`src/rtl/mips_pkg.sv`:
```
// Shared definitions for the MIPS datapath: fetch-stage state encodings,
// the architectural NOP and next-PC helpers.
package mips_pkg;

  localparam logic [31:0] NOP_INSTR  = 32'h0000_0000;
  localparam int unsigned WORD_BYTES = 4;

  typedef enum logic [1:0] {
    ST_RUN    = 2'b00,
    ST_HALTED = 2'b01,
    ST_FAULT  = 2'b10
  } if_state_e;

  // Branch displacement: sign-extended word offset converted to bytes.
  function automatic logic [31:0] branch_disp(input logic [15:0] imm);
    return {{14{imm[15]}}, imm, 2'b00};
  endfunction

endpackage

```
`src/rtl/next_pc.sv`:
```
// Combinational next-PC generation: sequential, branch and jump targets plus
// the redirect/stall selection for the RUN state.
module next_pc
  import mips_pkg::*;
(
  input  logic [31:0] pc_i,
  input  logic [31:0] if_id_pc_plus4_i,
  input  logic        if_id_valid_i,
  input  logic        stall_i,
  input  logic        branch_taken_i,
  input  logic [15:0] branch_offset_i,
  input  logic        jump_i,
  input  logic [25:0] jump_index_i,
  output logic [31:0] seq_o,
  output logic [31:0] btgt_o,
  output logic [31:0] jtgt_o,
  output logic [31:0] npc_o,
  output logic        redirect_o,
  output logic        hold_o
);

  logic take_jump;
  logic take_branch;

  always_comb begin
    seq_o  = pc_i + 32'(WORD_BYTES);
    btgt_o = if_id_pc_plus4_i + branch_disp(branch_offset_i);
    jtgt_o = {if_id_pc_plus4_i[31:28], jump_index_i, 2'b00};
  end

  // A redirect belongs to the instruction in IF/ID, so a bubble there cannot redirect.
  always_comb begin
    take_jump   = jump_i && if_id_valid_i;
    take_branch = branch_taken_i && if_id_valid_i && !take_jump;
    redirect_o  = take_jump || take_branch;
    hold_o      = stall_i && !redirect_o;
    npc_o       = seq_o;
    if (take_jump) begin
      npc_o = jtgt_o;
    end else if (take_branch) begin
      npc_o = btgt_o;
    end else if (stall_i) begin
      npc_o = pc_i;
    end
  end

endmodule

```
`src/rtl/if_stage.sv`:
```
// Instruction-fetch stage: owns the PC, drives Imem, captures the IF/ID
// register and stops on halt or an out-of-range fetch.
module if_stage
  import mips_pkg::*;
#(
  parameter logic [31:0] RESET_PC   = 32'h0000_0000,
  parameter int unsigned IMEM_WORDS = 64
) (
  input  logic        clk,
  input  logic        reset,
  output logic [31:0] imem_addr,
  input  logic [31:0] imem_rdata,
  input  logic        stall,
  input  logic        branch_taken,
  input  logic [15:0] branch_offset,
  input  logic        jump,
  input  logic [25:0] jump_index,
  input  logic        halt,
  output logic [31:0] pc,
  output logic [31:0] if_id_instr,
  output logic [31:0] if_id_pc_plus4,
  output logic        if_id_valid,
  output logic        halted,
  output logic        fault
);

  localparam logic [32:0] FETCH_LIMIT = 33'(IMEM_WORDS) * 33'(WORD_BYTES);

  if_state_e   state_q, state_d;
  logic [31:0] pc_q, pc_d;
  logic [31:0] instr_q, instr_d;
  logic [31:0] pp4_q, pp4_d;
  logic        valid_q, valid_d;
  logic        halted_q, halted_d;
  logic        fault_q, fault_d;

  logic [31:0] seq, btgt, jtgt, npc;
  logic        redirect, hold;
  logic        bad_fetch;

  next_pc u_next_pc (
    .pc_i             (pc_q),
    .if_id_pc_plus4_i (pp4_q),
    .if_id_valid_i    (valid_q),
    .stall_i          (stall),
    .branch_taken_i   (branch_taken),
    .branch_offset_i  (branch_offset),
    .jump_i           (jump),
    .jump_index_i     (jump_index),
    .seq_o            (seq),
    .btgt_o           (btgt),
    .jtgt_o           (jtgt),
    .npc_o            (npc),
    .redirect_o       (redirect),
    .hold_o           (hold)
  );

  // Widened compare so IMEM_WORDS*4 never wraps.
  assign bad_fetch = ({1'b0, pc_q} >= FETCH_LIMIT) || (pc_q[1:0] != 2'b00);

  always_comb begin
    state_d  = state_q;
    pc_d     = pc_q;
    instr_d  = instr_q;
    pp4_d    = pp4_q;
    valid_d  = valid_q;
    halted_d = halted_q;
    fault_d  = fault_q;
    unique case (state_q)
      ST_RUN: begin
        if (bad_fetch) begin
          state_d = ST_FAULT;
          fault_d = 1'b1;
          instr_d = NOP_INSTR;
          pp4_d   = '0;
          valid_d = 1'b0;
        end else if (halt) begin
          state_d  = ST_HALTED;
          halted_d = 1'b1;
          instr_d  = NOP_INSTR;
          pp4_d    = '0;
          valid_d  = 1'b0;
        end else if (redirect) begin
          pc_d    = npc;
          instr_d = NOP_INSTR;
          pp4_d   = '0;
          valid_d = 1'b0;
        end else if (!hold) begin
          pc_d    = npc;
          instr_d = imem_rdata;
          pp4_d   = seq;
          valid_d = 1'b1;
        end
      end
      ST_HALTED, ST_FAULT: begin
        instr_d = NOP_INSTR;
        pp4_d   = '0;
        valid_d = 1'b0;
      end
      default: begin
        state_d = ST_FAULT;
        fault_d = 1'b1;
        instr_d = NOP_INSTR;
        pp4_d   = '0;
        valid_d = 1'b0;
      end
    endcase
  end

  always_ff @(posedge clk) begin
    if (reset) begin
      state_q  <= ST_RUN;
      pc_q     <= RESET_PC;
      instr_q  <= NOP_INSTR;
      pp4_q    <= '0;
      valid_q  <= 1'b0;
      halted_q <= 1'b0;
      fault_q  <= 1'b0;
    end else begin
      state_q  <= state_d;
      pc_q     <= pc_d;
      instr_q  <= instr_d;
      pp4_q    <= pp4_d;
      valid_q  <= valid_d;
      halted_q <= halted_d;
      fault_q  <= fault_d;
    end
  end

  assign pc             = pc_q;
  assign imem_addr      = pc_q;
  assign if_id_instr    = instr_q;
  assign if_id_pc_plus4 = pp4_q;
  assign if_id_valid    = valid_q;
  assign halted         = halted_q;
  assign fault          = fault_q;

endmodule

```
`config.mk`:
```
export PLATFORM = sky130hd
export DESIGN_NAME = if_stage
export DESIGN_NICKNAME = d
export VERILOG_FILES = /design/src/rtl/mips_pkg.sv /design/src/rtl/next_pc.sv /design/src/rtl/if_stage.sv
export SDC_FILE = /design/constraint.sdc
export NUM_CORES = 1
export LEC_CHECK = 0
export CORE_ASPECT_RATIO = 1.75
export CORE_UTILIZATION = 60
export DETAILED_ROUTE_END_ITERATION = 10
export DONT_BUFFER_PORTS = 1
export MAX_ROUTING_LAYER = met4
export PLACE_DENSITY_LB_ADDON = 0.05
export RECOVER_POWER = 50
export SYNTH_ARGS = -nofsm -noshare
export SYNTH_HDL_FRONTEND = slang
export SYNTH_HIERARCHICAL = 1
export SYNTH_SLANG_ARGS = --single-unit
```
`constraint.sdc`:
```
create_clock -name clk -period 7.2 [get_ports clk]
set_input_delay 1.44 -clock clk [delete_from_list [all_inputs] [get_ports clk]]
set_output_delay 1.44 -clock clk [all_outputs]
set_load 0.01 [all_outputs]
```
[Word-level counts from Yosys, hierarchy flattened]
Index checks and enable logic that the tools add are counted.
Operators by class
  add/subtract/negate cells: 2
  $lt $le $gt $ge: 1
  equal/unequal tests: 5
  multiplexer cells: 10
  bitwise logic cells: 4
  reduce and logical (&&, ||, !) cells: 16
Operator list (count)
  $mux W32: 5
  $add A32 B3 Y32 const B: 1
  $add A32 B32 Y32: 1
  $ge A32 B9 Y1 const B: 1
  $reduce_or A5 Y1: 1
  $logic_and A1 B1 Y1: 4
  $mux W2: 2
  $ne A2 B2 Y1 const B: 2
  $not A1 Y1: 4
  $pmux W2 S2: 1
  $reduce_and A2 Y1: 2
  $reduce_and A4 Y1: 1
  $ne A3 B3 Y1 const B: 1
  $reduce_and A3 Y1: 1
  $eq A2 B1 Y1 const B: 1
  $eq A2 B2 Y1 const B: 1
  $logic_not A1 Y1: 2
  $logic_not A2 Y1: 1
  $logic_or A1 B1 Y1: 2
  $pmux W1 S2: 1
  $reduce_bool A2 Y1: 1
  $reduce_or A2 Y1: 1
  $mux W1: 1
Word-level totals
  register bits: 101
  input port bits: 80
  output and inout port bits: 131
  word-level logic and storage cells: 45

[Longest topological paths before layout]
Gate-level depths: netlist (run 1).
  word-level depth: 8
  depth in mapped cells: 12

[Modules after synthesis]
The synthesis (run 1) kept the hierarchy.
By module, submodules not included
  if_stage: times used 1, cells each 391, area each 3986.3 um^2, sequential area each 2021.9 um^2
  next_pc: times used 1, cells each 544, area each 3657.3 um^2, sequential area each 0.0 um^2

[Worst setup path before layout (run 1)]
Ideal clock, no wire load.
  kind: input port to flip-flop
  start: in branch_offset[0]
  end: reg pc_q[26] (netlist: imem_addr[26])
  setup time: 0.128 ns
  arrival time: 3.493 ns
  data required time: 7.072 ns
  setup slack: 3.579 ns
  stages: 12
  path through: ha_1 inv_1 fa_1 nor2b_1 o2111ai_1 a21oi_1 o21ai_0 a21oi_1 mux2i_1 a21oi_1 a41oi_1 nor2_1
On the way
  cells in the longest elaborated chain, start to end: 5
RTL lines
  start, declared: RTL line if_stage.sv:15  | input logic [15:0] branch_offset,
  $add A32 B32 Y32 *: RTL line next_pc.sv:27  | btgt_o = if_id_pc_plus4_i + branch_disp(branch_offset_i);
  $mux W32 *: RTL line next_pc.sv:40  | end else if (take_branch) begin
  $mux W32 *: RTL line next_pc.sv:38  | if (take_jump) begin
  via npc[26]: RTL line if_stage.sv:37  | logic [31:0] seq, btgt, jtgt, npc;
  $mux W32: RTL line if_stage.sv:88  | end else if (!hold) begin
  $mux W32 *: RTL line if_stage.sv:83  | end else if (redirect) begin
  end signal, assigned: RTL line if_stage.sv:121  | pc_q <= pc_d;
  end, declared: RTL line if_stage.sv:30  | logic [31:0] pc_q, pc_d;
Mark *: on every way through the listed nets, which the timed path passes. The rest lies on a longest branch. The select of a mux whose other input is x is not followed.
A chain may end at the register's enable or synchronous reset.

[Worst setup path in the final report (run 1)]
  start: in branch_taken
  end: reg instr_q[27] (netlist: if_id_instr[27])
On the way
  cells in the longest elaborated chain, start to end: 5
  elaborated cells on any way between the ends: 6
RTL lines
  start, declared: RTL line if_stage.sv:14  | input logic branch_taken,
  $logic_and A1 B1 Y1 * (2 in series): RTL line next_pc.sv:34  | take_branch = branch_taken_i && if_id_valid_i && !take_jump;
  $logic_or A1 B1 Y1 *: RTL line next_pc.sv:35  | redirect_o = take_jump || take_branch;
  via redirect: RTL line if_stage.sv:38  | logic redirect, hold;
  branches (longest 2 deep; another with $reduce_or A5 Y1)
  end signal, assigned: RTL line if_stage.sv:122  | instr_q <= instr_d;
  end, declared: RTL line if_stage.sv:31  | logic [31:0] instr_q, instr_d;
Mark *: on every way through the listed nets, which the timed path passes.

==> results of run 1 <==
-- metal layers --
metal / wire (um) / GRT usage [%] / vias up
met1: 8030 / 36.1 / 3000
met5: 0 / - / -
met4: 1100 / 18.3 / 0
met3: 1560 / 5.99 / 67
met2: 10700 / 58.4 / 346
li1: - / - / 3017
-- flip-flops by register name, summed over array words and instances (netlist names) --
name,count
fault,1
halted,1
if_id_instr,32
if_id_pc_plus4,32
if_id_valid,1
imem_addr,32
state_q,2
-- report_power, final --
group	switching, mW	internal, mW	total (mW)
registers	0.0695	0.598	0.668
logic	0.291	0.133	0.424
clock network	0.234	0.238	0.473
-- through the flow --
stage / power, mW / std cells / hold WS, ps / utilization (%) / setup WS, ps
global placement: 1.09 / 942 / 480 / 58.3 / 2700
CTS: 1.57 / 958 / 538 / 60.6 / 2870
global route: 1.64 / 958 / 561 / 60.5 / 2600
detailed placement: 1.10 / 942 / 524 / 58.3 / 2530
finish: 1.56 / 958 / 530 / 60.5 / 2850
floorplan: 1.05 / 892 / 468 / - / 3580
-- path summary, 6_finish.rpt --
check | endpoint | cells past startpoint | startpoint | slack [ps]
worst min-delay path | state_q[0]$_SDFFE_PP0P_ | 2 | state_q[0]$_SDFFE_PP0P_ | 530
worst min register to register | state_q[0]$_SDFFE_PP0P_ | 2 | state_q[0]$_SDFFE_PP0P_ | 530
worst max register to register | if_id_instr[27]$_SDFFE_PP0N_ | 7 | if_id_valid$_SDFFE_PP0N_ | 3530
worst max-delay path | if_id_instr[27]$_SDFFE_PP0N_ | 8 | branch_taken | 2850
-- worst max-delay path, stage by stage --
cell,delay [ps]
sky130_fd_sc_hd__nor2b_1,130
sky130_fd_sc_hd__and2_1,150
sky130_fd_sc_hd__buf_4,230
sky130_fd_sc_hd__nor2_1,710
sky130_fd_sc_hd__inv_1,470
sky130_fd_sc_hd__nor3_1,470
sky130_fd_sc_hd__nand3_4,680
sky130_fd_sc_hd__nor2_1,290
-- final cells by class --
type	count	share of cell area, %
timing repair buffer	6	0.571
clock inverter	6	0.658
tap	137	2.37
clock buffer	10	3.17
inverter	16	0.831
sequential	101	28.0
multi-input combinational	682	64.4
==> impl_metrics.xml, run 1 <==
<?xml version="1.0" encoding="UTF-8"?>
<metrics>
  <group name="timing">
    <metric name="timing.clock.skew" unit="ps">9.49</metric>
    <metric name="max-slew-margin-rel" unit="%">-9.61</metric>
    <metric name="drv_slew" unit="">35</metric>
    <metric name="grt_setup_unrepaired" unit="">false</metric>
    <metric name="setup_tns" unit="ps">0</metric>
    <metric name="timing.final.crit_share" unit="%">60.5</metric>
    <metric name="tightest_slew" unit="ps">1640</metric>
    <metric name="final_hold_viol_count" unit="">0</metric>
    <metric name="final-setup-viol-count" unit="">0</metric>
    <metric name="final.min_clock_period" unit="ps">4350</metric>
    <metric name="achievable-frequency" unit="MHz">230</metric>
  </group>
  <group name="clocking">
    <metric name="clock-sinks" unit="">101</metric>
    <metric name="cts_buffer_depth" unit="">2</metric>
    <metric name="tritoncts" unit="">done</metric>
    <metric name="cts-resized-gates" unit="">0</metric>
    <metric name="ctsRootBufferMaster" unit="">sky130_fd_sc_hd__clkbuf_16</metric>
    <metric name="postCtsSetupBuffers" unit="">0</metric>
    <metric name="cts-hold-fix-buffers" unit="">0</metric>
    <metric name="cts.clk_slew.worst_paths" unit="ps">70</metric>
    <metric name="cts-buffers-inserted" unit="">9</metric>
    <metric name="cts_max_level" unit="">3</metric>
    <metric name="worst_skew_pair.late_latency" unit="ps">350</metric>
  </group>
  <group name="place">
    <metric name="placed_instance_area" unit="um2">6950</metric>
    <metric name="place.port_buffers" unit="">0</metric>
    <metric name="place.gp.congestion" unit="">0.958</metric>
    <metric name="hpwl" unit="um">15600</metric>
  </group>
  <group name="finish">
    <metric name="most-common-layout-cells" unit="">sky130_fd_sc_hd__nor2_1, sky130_fd_sc_hd__dfxtp_1, sky130_fd_sc_hd__mux2i_1</metric>
    <metric name="regArea" unit="um2">2020</metric>
    <metric name="nets" unit="">928</metric>
    <metric name="multiInputGateArea" unit="um2">4660</metric>
    <metric name="area_growth_syn_to_layout" unit="%">-1.45</metric>
    <metric name="mostFrequentLayoutCell" unit="">sky130_fd_sc_hd__nor2_1</metric>
    <metric name="fill_cell_instance_count_of_the_final_layout" unit="">1119</metric>
    <metric name="fin_area" unit="um2">7230</metric>
    <metric name="antennaDiodeCount" unit="">0</metric>
    <metric name="layout-drive-gt1-share" unit="%">6.82</metric>
  </group>
  <group name="worst_setup_path">
    <metric name="start_kind" unit="">input port</metric>
    <metric name="worst-setup-path-type" unit="">input port to register</metric>
    <metric name="cp-end-kind" unit="">register</metric>
    <metric name="worst-endpoint-arrival" unit="ps">4610</metric>
    <metric name="worst-endpoint-required" unit="ps">7460</metric>
    <metric name="path_max_fanout" unit="">64</metric>
  </group>
  <group name="global_route">
    <metric name="overflow" unit="">0</metric>
    <metric name="grt_antenna_before_repair" unit="">0</metric>
    <metric name="grt_start_max_net_pins" unit="">65</metric>
    <metric name="grt_pass1_vias" unit="">6182</metric>
    <metric name="wire_length_of_the_first_global_routing_pass" unit="um">32300</metric>
    <metric name="grtUsageTotal" unit="%">33.7</metric>
  </group>
  <group name="power">
    <metric name="vdd_drop_max" unit="uV">288</metric>
    <metric name="power.density_cell_area" unit="nW/um2">217</metric>
    <metric name="total_leakage_power" unit="nW">2.98</metric>
  </group>
  <group name="synthesis">
    <metric name="syn-mean-instance-area" unit="um2">8.22</metric>
    <metric name="syn-instance-count" unit="">892</metric>
    <metric name="syn-cell-area" unit="um2">7330</metric>
    <metric name="synth.net_count" unit="">1004</metric>
    <metric name="yosysWarnings" unit="">6</metric>
  </group>
  <group name="route">
    <metric name="vias" unit="">6430</metric>
    <metric name="iter_0_drt_violations" unit="">510</metric>
    <metric name="drc_errors" unit="">0</metric>
    <metric name="detail_route.vias_per_cell" unit="">6.71</metric>
    <metric name="wl_per_cell" unit="um">22.3</metric>
    <metric name="drt_pass1_iterations" unit="">5</metric>
    <metric name="detail-route-antenna-nets" unit="">0</metric>
    <metric name="route.final.wire_length" unit="um">21400</metric>
  </group>
  <group name="floorplan">
    <metric name="start_util" unit="%">61.4</metric>
    <metric name="die_x" unit="um">85.6</metric>
    <metric name="core.rowCount" unit="">53</metric>
    <metric name="coreArea" unit="um2">11900</metric>
    <metric name="die-area" unit="um2">12700</metric>
    <metric name="io_pins" unit="">211</metric>
    <metric name="vertical_extent_of_the_die" unit="um">148</metric>
  </group>
  <group name="outcome">
    <metric name="failed_checks" unit="">max-capacitance violations, max-slew violations</metric>
    <metric name="outcome" unit="">complete, but fails checks</metric>
  </group>
  <group name="flow_run">
    <metric name="max_cap_viol_count" unit="">1</metric>
  </group>
  <group name="worst_hold_path">
    <metric name="hold_path.class" unit="">register to register</metric>
  </group>
</metrics>
Power figures use the tool's default switching activity.
==> inputs of run 2 (changes only) <==
- CORE_UTILIZATION: 60 -> 59
- clock period: 7.2 -> 3.65 ns (I/O delays scaled with it)
==> impl_metrics.xml, run 2 (synthesis results as in run 1) <==
<?xml version="1.0" encoding="UTF-8"?>
<metrics>
  <group name="route">
    <metric name="detail-route-antenna-nets" unit="">0</metric>
    <metric name="wl_per_cell" unit="um">23.1</metric>
    <metric name="detail_route.vias_per_cell" unit="">6.71</metric>
    <metric name="route.final.wire_length" unit="um">23200</metric>
    <metric name="drc_errors" unit="">0</metric>
    <metric name="iter_0_drt_violations" unit="">549</metric>
    <metric name="drt_pass1_iterations" unit="">5</metric>
    <metric name="vias" unit="">6732</metric>
  </group>
  <group name="place">
    <metric name="hpwl" unit="um">17000</metric>
    <metric name="place.port_buffers" unit="">0</metric>
    <metric name="place.gp.congestion" unit="">0.972</metric>
    <metric name="dp_worst_setup_slack" unit="ps">376</metric>
  </group>
  <group name="clocking">
    <metric name="cts-hold-fix-buffers" unit="">0</metric>
    <metric name="cts-buffers-inserted" unit="">9</metric>
    <metric name="clock-sinks" unit="">101</metric>
    <metric name="ctsRootBufferMaster" unit="">sky130_fd_sc_hd__clkbuf_16</metric>
    <metric name="worst_skew_pair.late_latency" unit="ps">350</metric>
    <metric name="tritoncts" unit="">done</metric>
    <metric name="cts-resized-gates" unit="">0</metric>
    <metric name="cts_max_level" unit="">3</metric>
    <metric name="cts.clk_slew.worst_paths" unit="ps">70</metric>
    <metric name="cts_buffer_depth" unit="">2</metric>
    <metric name="postCtsSetupBuffers" unit="">0</metric>
  </group>
  <group name="worst_setup_path">
    <metric name="cp_top_family" unit="">compound AO/OA/AOI/OAI gates</metric>
    <metric name="path_max_fanout" unit="">4</metric>
    <metric name="r2r_slack" unit="ps">620</metric>
    <metric name="capture_instance_of_the_worst_register_to_register_path" unit="">imem_addr[24]$_SDFFE_PP0P_</metric>
    <metric name="crit_path_start" unit="">if_id_pc_plus4[2]$_SDFFE_PP0N_</metric>
    <metric name="crit_path_top_delay_cell" unit="">sky130_fd_sc_hd__dfxtp_1</metric>
    <metric name="worst-endpoint-arrival" unit="ps">3280</metric>
    <metric name="max_stage_delay" unit="ps">410</metric>
    <metric name="start_kind" unit="">register</metric>
    <metric name="cp.buffers_inverters" unit="">1</metric>
    <metric name="crit_path_cell_trace" unit="">ha_1 &gt; inv_1 &gt; fa_1 &gt; nor2b_1 &gt; o2111ai_1 &gt; a21oi_1 &gt; o211ai_1 &gt; o21ai_0 &gt; xor2_1 &gt; a221o_1 &gt; a41oi_1 &gt; nor2_1</metric>
    <metric name="cp-end-kind" unit="">register</metric>
    <metric name="worst-endpoint-required" unit="ps">3900</metric>
    <metric name="reg2regPathDepth" unit="">12</metric>
    <metric name="crit-reg2reg-launch" unit="">if_id_pc_plus4[2]$_SDFFE_PP0N_</metric>
    <metric name="worst-setup-path-type" unit="">register to register</metric>
  </group>
  <group name="flow_run">
    <metric name="max_cap_viol_count" unit="">0</metric>
  </group>
  <group name="power">
    <metric name="register_share_of_total_power" unit="%">40.9</metric>
    <metric name="sw_pwr" unit="mW">1.22</metric>
    <metric name="p_comb_share" unit="%">29.4</metric>
    <metric name="vdd_drop_max" unit="uV">371</metric>
    <metric name="total_leakage_power" unit="nW">3.07</metric>
    <metric name="fin_total_pwr" unit="mW">3.19</metric>
    <metric name="cell_internal_pwr" unit="mW">1.97</metric>
    <metric name="power.share.clock" unit="%">29.7</metric>
    <metric name="switching_share" unit="%">38.2</metric>
    <metric name="power.density_cell_area" unit="nW/um2">430</metric>
  </group>
  <group name="floorplan">
    <metric name="die-area" unit="um2">12900</metric>
    <metric name="vertical_extent_of_the_die" unit="um">149</metric>
    <metric name="core.rowCount" unit="">53</metric>
    <metric name="start_util" unit="%">60.8</metric>
    <metric name="coreArea" unit="um2">12100</metric>
    <metric name="io_pins" unit="">211</metric>
    <metric name="die_x" unit="um">86.3</metric>
  </group>
  <group name="global_route">
    <metric name="wire_length_of_the_first_global_routing_pass" unit="um">34500</metric>
    <metric name="overflow" unit="">0</metric>
    <metric name="grt_antenna_before_repair" unit="">0</metric>
    <metric name="grt_start_max_net_pins" unit="">51</metric>
    <metric name="grt_pass1_vias" unit="">6403</metric>
    <metric name="grtUsageTotal" unit="%">36.3</metric>
  </group>
  <group name="finish">
    <metric name="nets" unit="">946</metric>
    <metric name="area_growth_syn_to_layout" unit="%">1.19</metric>
    <metric name="mostFrequentLayoutCell" unit="">sky130_fd_sc_hd__nor2_1</metric>
    <metric name="antennaDiodeCount" unit="">0</metric>
    <metric name="most-common-layout-cells" unit="">sky130_fd_sc_hd__nor2_1, sky130_fd_sc_hd__dfxtp_1, sky130_fd_sc_hd__mux2i_1</metric>
    <metric name="fill_cell_instance_count_of_the_final_layout" unit="">1134</metric>
    <metric name="layout-drive-gt1-share" unit="%">8.34</metric>
  </group>
  <group name="timing">
    <metric name="timing.clock.skew" unit="ps">11.4</metric>
    <metric name="timing.final.crit_share" unit="%">83.0</metric>
    <metric name="setup_tns" unit="ps">0</metric>
    <metric name="final-setup-viol-count" unit="">0</metric>
    <metric name="max-slew-margin-rel" unit="%">42.1</metric>
    <metric name="final.setup.worst_slack" unit="ps">621</metric>
    <metric name="grt_setup_unrepaired" unit="">false</metric>
    <metric name="final_hold_viol_count" unit="">0</metric>
    <metric name="final.min_clock_period" unit="ps">3030</metric>
    <metric name="achievable-frequency" unit="MHz">330</metric>
    <metric name="tightest_slew" unit="ps">869</metric>
    <metric name="drv_slew" unit="">0</metric>
  </group>
  <group name="worst_hold_path">
    <metric name="worstHoldEndpoint" unit="">imem_addr[5]$_SDFFE_PP0P_</metric>
    <metric name="timing.hold.worst.start" unit="">reset</metric>
    <metric name="timing.hold.worst_path_depth" unit="">1</metric>
    <metric name="hold_path.class" unit="">input port to register</metric>
  </group>
  <group name="outcome">
    <metric name="outcome" unit="">finished, final reports clean</metric>
  </group>
</metrics>
==> run 2: worst register-to-register path, delay by kind of cell, from the launching register on <==
family	cells	cell delay, ps
AO/OA/AOI/OAI	6	1470
adder cells (fa/ha/maj)	2	630
flip-flops	1	410
AND/OR/NAND/NOR	2	240
XOR/XNOR	1	110
buffers and inverters	1	70
==> run 2: layout make-up <==
class	instances	area, um2	area share (%)
Multi-Input combinational cell	682	4660	62.7
Sequential cell	101	2020	27.2
Clock buffer	10	239	3.22
Tap cell	165	206	2.78
Timing Repair Buffer	24	183	2.46
Inverter	16	60.1	0.809
Clock inverter	6	55.1	0.742
==> run 2: routing by layer <==
layer,global-route usage [%],part of all wire [%]
met1,39.0,37
met2,63.1,50
met3,6.45,7.8
met4,18.5,5.4
met5,-,0
==> run 2: power by group through the flow <==
| stage | clock network (mW) | logic (mW) | registers, mW |
|---|---|---|---|
| after floorplan | 0 | 0.773 | 1.30 |
| after global placement | 0 | 0.903 | 1.33 |
| after detailed placement | 0 | 0.920 | 1.33 |
| after CTS | 0.969 | 0.923 | 1.30 |
| after global routing | 1.01 | 0.995 | 1.32 |
| final | 0.947 | 0.937 | 1.30 |
==> run 2: per-stage QoR <==
stage / utilization [%] / area (um2) / hold WS, ps / cells
global route: 61.5 / 7420 / 431 / 1004
global placement: 59.2 / 7150 / 479 / 988
detailed placement: 59.2 / 7150 / 485 / 988
floorplan: - / 7330 / 468 / 892
finish: 61.5 / 7420 / 438 / 1004
CTS: 61.7 / 7440 / 430 / 1004
==> run 2: worst max-delay path by stage <==
| stage | end | cells after the start |
|---|---|---|
| 2_1_floorplan | imem_addr[22]$_SDFFE_PP0P_ | 12 |
| 5_1_grt | imem_addr[24]$_SDFFE_PP0P_ | 12 |
| 4_1_cts | imem_addr[24]$_SDFFE_PP0P_ | 12 |
| 3_5_place_dp | imem_addr[24]$_SDFFE_PP0P_ | 12 |
| 6_report | imem_addr[24]$_SDFFE_PP0P_ | 12 |
| 3_3_place_gp | imem_addr[24]$_SDFFE_PP0P_ | 12 |
==> inputs of run 3 (changes only) <==
- clock period: 3.65 -> 2.5 ns (I/O delays scaled with it)
==> impl_metrics.xml, run 3 (synthesis results as in run 1) <==
<?xml version="1.0" encoding="UTF-8"?>
<metrics>
  <group name="global_route">
    <metric name="grt_start_max_net_pins" unit="">51</metric>
    <metric name="wire_length_of_the_first_global_routing_pass" unit="um">38700</metric>
    <metric name="grt_pass1_vias" unit="">7482</metric>
    <metric name="overflow" unit="">0</metric>
    <metric name="grtUsageTotal" unit="%">40.2</metric>
    <metric name="grt_antenna_before_repair" unit="">0</metric>
  </group>
  <group name="worst_hold_path">
    <metric name="hold_path.class" unit="">input port to register</metric>
  </group>
  <group name="finish">
    <metric name="layout-drive-gt1-share" unit="%">23.7</metric>
    <metric name="area_growth_syn_to_layout" unit="%">20.2</metric>
    <metric name="antennaDiodeCount" unit="">0</metric>
    <metric name="regArea" unit="um2">2020</metric>
    <metric name="most-common-layout-cells" unit="">sky130_fd_sc_hd__buf_4, sky130_fd_sc_hd__nor2_1, sky130_fd_sc_hd__dfxtp_1</metric>
    <metric name="fill_cell_instance_count_of_the_final_layout" unit="">994</metric>
    <metric name="nets" unit="">1099</metric>
    <metric name="mostFrequentLayoutCell" unit="">sky130_fd_sc_hd__buf_4</metric>
    <metric name="post-route-util" unit="%">73.0</metric>
    <metric name="fin_area" unit="um2">8820</metric>
    <metric name="multiInputGateArea" unit="um2">5010</metric>
  </group>
  <group name="route">
    <metric name="wl_per_cell" unit="um">22.3</metric>
    <metric name="drc_errors" unit="">0</metric>
    <metric name="detail-route-antenna-nets" unit="">0</metric>
    <metric name="route.final.wire_length" unit="um">25800</metric>
    <metric name="detail_route.vias_per_cell" unit="">6.47</metric>
    <metric name="iter_0_drt_violations" unit="">497</metric>
    <metric name="vias" unit="">7483</metric>
    <metric name="drt_pass1_iterations" unit="">8</metric>
  </group>
  <group name="clocking">
    <metric name="cts_max_level" unit="">3</metric>
    <metric name="clock-sinks" unit="">101</metric>
    <metric name="tritoncts" unit="">done</metric>
    <metric name="ctsRootBufferMaster" unit="">sky130_fd_sc_hd__clkbuf_16</metric>
    <metric name="worst_skew_pair.late_latency" unit="ps">350</metric>
    <metric name="cts-hold-fix-buffers" unit="">0</metric>
    <metric name="cts-buffers-inserted" unit="">9</metric>
    <metric name="cts_buffer_depth" unit="">2</metric>
    <metric name="cts.clk_slew.worst_paths" unit="ps">70</metric>
  </group>
  <group name="timing">
    <metric name="timing.final.crit_share" unit="%">104</metric>
    <metric name="drv_slew" unit="">0</metric>
    <metric name="tightest_slew" unit="ps">682</metric>
    <metric name="final_hold_viol_count" unit="">0</metric>
    <metric name="final-setup-viol-count" unit="">10</metric>
    <metric name="grt_setup_unrepaired" unit="">true</metric>
    <metric name="timing.clock.skew" unit="ps">10.7</metric>
    <metric name="final.setup.worst_slack" unit="ps">-98.1</metric>
    <metric name="final.min_clock_period" unit="ps">2600</metric>
    <metric name="achievable-frequency" unit="MHz">385</metric>
    <metric name="max-slew-margin-rel" unit="%">54.6</metric>
  </group>
  <group name="power">
    <metric name="total_leakage_power" unit="nW">3.74</metric>
    <metric name="power.density_cell_area" unit="nW/um2">558</metric>
    <metric name="vdd_drop_max" unit="uV">535</metric>
  </group>
  <group name="worst_setup_path">
    <metric name="worst-endpoint-arrival" unit="ps">2890</metric>
    <metric name="path_max_fanout" unit="">4</metric>
    <metric name="worst-endpoint-required" unit="ps">2790</metric>
    <metric name="start_kind" unit="">register</metric>
    <metric name="cp-end-kind" unit="">register</metric>
    <metric name="worst-setup-path-type" unit="">register to register</metric>
  </group>
  <group name="floorplan">
    <metric name="coreArea" unit="um2">12100</metric>
    <metric name="io_pins" unit="">211</metric>
    <metric name="die-area" unit="um2">12900</metric>
    <metric name="vertical_extent_of_the_die" unit="um">149</metric>
    <metric name="start_util" unit="%">60.8</metric>
    <metric name="core.rowCount" unit="">53</metric>
    <metric name="die_x" unit="um">86.3</metric>
  </group>
  <group name="place">
    <metric name="placed_instance_area" unit="um2">8350</metric>
    <metric name="hpwl" unit="um">18900</metric>
    <metric name="place.gp.congestion" unit="">0.979</metric>
    <metric name="place.port_buffers" unit="">0</metric>
  </group>
  <group name="outcome">
    <metric name="outcome" unit="">complete, but fails checks</metric>
    <metric name="failed_checks" unit="">negative setup slack</metric>
  </group>
  <group name="flow_run">
    <metric name="max_cap_viol_count" unit="">0</metric>
  </group>
</metrics>
[run 3: final timing paths]
path | start | end | slack [ps] | cells past startpoint
hold reg to reg | state_q[0]$_SDFFE_PP0P_ | state_q[0]$_SDFFE_PP0P_ | 500 | 2
setup reg to reg | if_id_pc_plus4[6]$_SDFFE_PP0N_ | imem_addr[29]$_SDFFE_PP0P_ | -100 | 11
hold / removal | reset | imem_addr[3]$_SDFFE_PP0P_ | 210 | 1
setup / recovery | if_id_pc_plus4[6]$_SDFFE_PP0N_ | imem_addr[29]$_SDFFE_PP0P_ | -100 | 11
[run 3: where the power goes]
| group | internal (mW) | switching (mW) |
|---|---|---|
| sequential | 1.72 | 0.115 |
| clock | 0.690 | 0.675 |
| combinational | 0.603 | 1.12 |
| total | 3.02 | 1.91 |
[run 3: worst max-delay path, stage by stage (launching register included)]
cell,delay [ps]
sky130_fd_sc_hd__dfxtp_1,350
sky130_fd_sc_hd__ha_4,290
sky130_fd_sc_hd__o211ai_1,130
sky130_fd_sc_hd__o211a_1,280
sky130_fd_sc_hd__o211ai_1,370
sky130_fd_sc_hd__nand2_2,180
sky130_fd_sc_hd__o31ai_4,220
sky130_fd_sc_hd__buf_4,160
sky130_fd_sc_hd__xor2_2,170
sky130_fd_sc_hd__o221a_2,220
sky130_fd_sc_hd__a41oi_2,80
sky130_fd_sc_hd__nor2_1,100
[run 3: metrics by stage]
step | TNS (ps) | setup WS [ps] | hold WS (ps) | power, mW | instances
after detailed placement | -3290 | -335 | 489 | 3.49 | 1129
after floorplan | 0 | 2.48 | 468 | 3.04 | 892
after global placement | -2290 | -296 | 480 | 3.45 | 1129
final | -454 | -98.1 | 212 | 4.92 | 1157
after CTS | -166 | -70.2 | 209 | 4.86 | 1151
after global routing | -1970 | -197 | 196 | 5.13 | 1157
[run 3: repair_timing]
item	in CTS	in global routing
setup buffers	6	6
pin swaps	19	30
endpoints found under the hold margin	0	0
gates resized for setup	17	28
setup endpoints to repair	12	19
[run 3: layout make-up]
class	instances	share of cell area, %
clock buffers	11	2.64
flip-flops and latches	101	22.9
repair buffers	177	14.0
inverters	16	0.681
well taps	165	2.34
multi-input cells	682	56.9
clock inverters	5	0.497
[run 3: layer usage]
metal | share of wire (%) | track usage [%] | wire length [um]
met4 | 7.1 | 27.5 | 1820
met5 | 0 | - | 0
met2 | 50 | 68.1 | 12900
met1 | 35 | 41.6 | 9060
met3 | 7.6 | 7.89 | 1960
